### config.mk
export PLATFORM = sky130hd
export DESIGN_NAME = insn_fetch_queue
export DESIGN_NICKNAME = d
export VERILOG_FILES = /design/src/rtl/insn_fetch_queue.sv
export SDC_FILE = /design/constraint.sdc
export NUM_CORES = 1
export LEC_CHECK = 0
export BUFFER_PORTS_ARGS = -buffer_cell sky130_fd_sc_hd__buf_2
export CAP_MARGIN = 20
export CORE_UTILIZATION = 62
export DETAILED_ROUTE_END_ITERATION = 10
export PLACE_DENSITY_LB_ADDON = 0.2
export SLEW_MARGIN = 20
export SYNTH_ARGS = -nofsm -noshare
export SYNTH_HDL_FRONTEND = slang
export SYNTH_SLANG_ARGS = --single-unit
### constraint.sdc
create_clock -name clk -period 6.7 [get_ports clk]
set_clock_uncertainty 0.1 [all_clocks]
set_input_delay 0.67 -clock clk [delete_from_list [all_inputs] [get_ports clk]]
set_output_delay 0.67 -clock clk [all_outputs]
set_load 0.01 [all_outputs]
### src/rtl/insn_fetch_queue.sv
// Instruction prefetch queue: drives sequential fetch addresses and buffers {pc, insn} pairs for decode.
// Optional same-cycle bypass of an empty queue is enabled by defining PFQ_BYPASS_EN.
module insn_fetch_queue #(
   parameter int              DEPTH    = 4,
   parameter int              PC_W     = 64,
   parameter logic [PC_W-1:0] RESET_PC = '0
) (
   input  logic                       clk,
   input  logic                       reset,
   output logic [PC_W-1:0]            imem_addr,
   input  logic [31:0]                imem_data,
   input  logic                       imem_valid,
   input  logic                       redirect,
   input  logic [PC_W-1:0]            redirect_pc,
   output logic                       deq_valid,
   input  logic                       deq_ready,
   output logic [PC_W-1:0]            deq_pc,
   output logic [31:0]                deq_insn,
   output logic [$clog2(DEPTH+1)-1:0] count
);

   localparam int AW = $clog2(DEPTH);
   localparam int CW = $clog2(DEPTH+1);
   localparam logic [CW-1:0] FULL = CW'(DEPTH);

   logic [PC_W-1:0] fetch_pc_q, fetch_pc_d;
   logic [AW-1:0]   rd_ptr_q, rd_ptr_d;
   logic [AW-1:0]   wr_ptr_q, wr_ptr_d;
   logic [CW-1:0]   count_q, count_d;
   logic [PC_W-1:0] pc_mem_q   [DEPTH];
   logic [31:0]     insn_mem_q [DEPTH];

   logic empty, bypass_hit, bypass_take, pop, q_pop, push, advance;

   assign empty = (count_q == '0);

`ifdef PFQ_BYPASS_EN
   assign bypass_hit = empty && imem_valid && !redirect;
`else
   assign bypass_hit = 1'b0;
`endif

   // A bypassed word that decode takes immediately never occupies a slot.
   assign bypass_take = bypass_hit && deq_ready;
   assign deq_valid   = (!empty || bypass_hit) && !redirect;
   assign pop         = deq_valid && deq_ready;
   assign q_pop       = pop && !empty;
   assign push        = imem_valid && !redirect && ((count_q < FULL) || pop) && !bypass_take;
   assign advance     = push || bypass_take;

   assign imem_addr = fetch_pc_q;
   assign count     = count_q;

   always_comb begin
      deq_pc   = '0;
      deq_insn = '0;
      if (deq_valid) begin
         if (!empty) begin
            deq_pc   = pc_mem_q[rd_ptr_q];
            deq_insn = insn_mem_q[rd_ptr_q];
         end else begin
            deq_pc   = fetch_pc_q;
            deq_insn = imem_data;
         end
      end
   end

   always_comb begin
      fetch_pc_d = fetch_pc_q;
      rd_ptr_d   = rd_ptr_q;
      wr_ptr_d   = wr_ptr_q;
      count_d    = count_q;
      if (redirect) begin
         fetch_pc_d = redirect_pc;
         rd_ptr_d   = '0;
         wr_ptr_d   = '0;
         count_d    = '0;
      end else begin
         if (push)    wr_ptr_d   = wr_ptr_q + AW'(1);
         if (q_pop)   rd_ptr_d   = rd_ptr_q + AW'(1);
         if (advance) fetch_pc_d = fetch_pc_q + PC_W'(4);
         case ({push, q_pop})
            2'b10:   count_d = count_q + CW'(1);
            2'b01:   count_d = count_q - CW'(1);
            default: count_d = count_q;
         endcase
      end
   end

   always_ff @(posedge clk) begin
      if (reset) begin
         fetch_pc_q <= RESET_PC;
         rd_ptr_q   <= '0;
         wr_ptr_q   <= '0;
         count_q    <= '0;
      end else begin
         fetch_pc_q <= fetch_pc_d;
         rd_ptr_q   <= rd_ptr_d;
         wr_ptr_q   <= wr_ptr_d;
         count_q    <= count_d;
      end
   end

   // Storage is intentionally left unreset; only the pointers define what is valid.
   always_ff @(posedge clk) begin
      if (push) begin
         pc_mem_q[wr_ptr_q]   <= fetch_pc_q;
         insn_mem_q[wr_ptr_q] <= imem_data;
      end
   end

endmodule
==> results.json <==
{
  "tns_ns": 0,
  "cp_slowest_cell": "buf_4",
  "drtPass1Iterations": 5,
  "grt.overflow.total": 0,
  "synthArstFlopShare_pct": 0,
  "clockBufferDepth": 3,
  "crit_family": "buffers and inverters",
  "reg2reg_depth": 5,
  "antenna_found_initial": 1,
  "met2_usage_pct": 47.8,
  "start_util_pct": 63.2,
  "p_leak_nw": 7.74,
  "cp_num_buf_inv": 2,
  "ys_top_cells_by_area": "edfxtp_1 61%, mux4_2 11%, dfxtp_1 7.8%",
  "syn_area_per_cell_um2": 16.0,
  "setup_viol": 0,
  "place_congestion": 0.922,
  "vdd_drop_max_mv": 0.202,
  "drt_iter0_markers": 1350,
  "io_buffers": 264,
  "cts_resized": 0,
  "worstPathCellList": "buf_4 > mux4_2 > and2_1 > buf_2",
  "fin_crit_ns": 3.70,
  "maxSlewViolCount": 0,
  "startpoint_type": "flip-flop",
  "clkSlewWorstSetupHoldPaths_ns": 0.06,
  "grt_setup_unrepaired": "false",
  "ant_nets": 0,
  "cts_tree": "yes",
  "min_path_cells": 1,
  "cp.arrival_ns": 2.93,
  "grt_pass1_wl_um": 67800,
  "preCtsSetupSlack_ns": 3.05,
  "p_per_area_mw_per_mm2": 275,
  "rows": 63,
  "regToRegSetupSlack_ns": 3.45,
  "yosysWarnings": 0,
  "cts.sinks": 457,
  "synth_cell_types": 52,
  "die_h_um": 176,
  "gr-usage-met3_pct": 3.88,
  "status": "complete, no violations",
  "yosysSeqAreaShare_pct": 69.0,
  "grt-busiest-layer": "met2",
  "path_depth": 4,
  "finalWorstSetupSlack_ns": 3.00,
  "synthToLayoutAreaGrowth_pct": 17.0,
  "wl_per_cell_um": 24.3,
  "synth_seq_cells": 457,
  "drive_gt1_share_pct": 31.5,
  "period_share_pct": 55.2,
  "tightest_slew_ns": 1.06,
  "critical_path_class": "flip-flop to primary output",
  "die-area_mm2": 0.0311,
  "synth.most_common_cell": "edfxtp_1",
  "hold_class": "input pin to flip-flop",
  "relSlewSlack_pct": 29.6,
  "synth.top_cell.area_share_pct": 61.2,
  "finalHoldViolCount": 0,
  "critPathMaxFanout": 38,
  "via_count": 11874,
  "grt_pass1_vias": 11323,
  "post-cts-setup-buffers": 0,
  "dp_hpwl_um": 27900,
  "via_per_inst": 6.37,
  "cap_violations": 0,
  "grt_use_total_pct": 29.4,
  "required_ns": 5.93,
  "synth_common_cells": "384 x edfxtp_1, 106 x and2_1, 96 x mux4_2, 75 x nor2_1, 73 x dfxtp_1",
  "cts_hold_buf": 0,
  "cts_max_level": 2,
  "nFillCells": 1853,
  "synth_ff_type": "edfxtp_1",
  "drt_wl_total_um": 45300,
  "synth_fp_nets": 1283,
  "numCtsBuffers": 45,
  "grt_max_degree": 75,
  "drc": 0,
  "fp.dieW_um": 176,
  "synth-edff-count": 384,
  "end_kind": "primary output",
  "synthCells": 1175,
  "fmax_ghz": 0.270,
  "synth_top_area_cell": "edfxtp_1",
  "pin_count": 265,
  "cp_slowest_stage_delay_ns": 0.72,
  "fp.coreArea_mm2": 0.0298,
  "grtUsageMet1_pct": 41.9,
  "syn_area_mm2": 0.0188,
  "final_nets": 1545,
  "cts-root-buf": "clkbuf_16",
  "clk_latency_ns": 0.55
}
## layer usage
layer / wire length, um / vias up
met5: 0 / -
met4: 1250 / 0
met3: 3640 / 85
met2: 22400 / 637
met1: 17900 / 5948
li1: - / 5204
## logic make-up (layout without fill, tap and decap cells)
group	count (synthesis)	in the layout	share of synthesized area (%)
adders and majority gates	7	7	0.505
and+or+nand+nor	399	399	11.8
other	0	1	0
AOI/OAI and AO/OA	103	103	4.07
xor gates and xnor gates	29	29	1.35
DFF	457	457	69.0
buffers and inverters	80	379	1.65
muxes	100	100	11.7
## worst paths after layout
kind / endpoint / from
max reg2reg: pc_mem_q[1][60] / count[2]
max: deq_pc[25] / flip-flop
min: insn_mem_q[2][31] / imem_data[31]
min reg2reg: wr_ptr_q[1] / wr_ptr_q[1]
## per-stage QoR
stage                     total power [mW]  area [um2]  hold WS (ns)  cells  utilization, %
after floorplan                       3.42       18800         0.369   1175               -
after global placement                3.56       20500         0.382   1780            68.9
after detailed placement              3.57       20500         0.392   1780            68.9
after CTS                             6.08       22000         0.219   1864            74.0
after global routing                  6.22       22000         0.214   1865            74.0
final                                 6.07       22000         0.233   1865            74.0
## power breakdown
part	leakage [nW]	switching, mW	internal, mW
clock network	0.749	1.06	1.49
registers	4.19	0.0903	3.16
logic	2.80	0.158	0.113
total	7.74	1.31	4.75
## state kept, by name, indices dropped and copies added, names as in the netlist, named ones only
register and cells:
imem_addr 64, pc_mem_q 256, rd_ptr_q 2, insn_mem_q 128
wr_ptr_q 2, count 3
## placed cells by master (no fill, tap or decap), types with 15 or more instances in the layout
cell type / count
edfxtp_1: 384
buf_2: 264
and2_1: 102
mux4_2: 96
nor2_1: 74
dfxtp_1: 71
clkbuf_16: 45
nand2_1: 41
nand3_1: 37
nand4_1: 35
a311oi_1: 26
nor3_1: 22
a211oi_1: 22
or3_1: 20
inv_1: 19
xnor2_1: 16
o21ai_0: 16
nor4_1: 16
or4_1: 15
## final cells by class
cell class                      instances  area, um2  share of cell area [%]
Inverter                               20       76.3                   0.346
Clock buffer                           57       1250                    5.68
Timing Repair Buffer                  275       1400                    6.37
Sequential cell                       457      13000                    59.0
Clock inverter                         27        270                    1.23
Tap cell                              390        488                    2.21
Antenna cell                            1       2.50                  0.0114
Multi-Input combinational cell        638       5550                    25.2
Power figures use the tool's default switching activity.
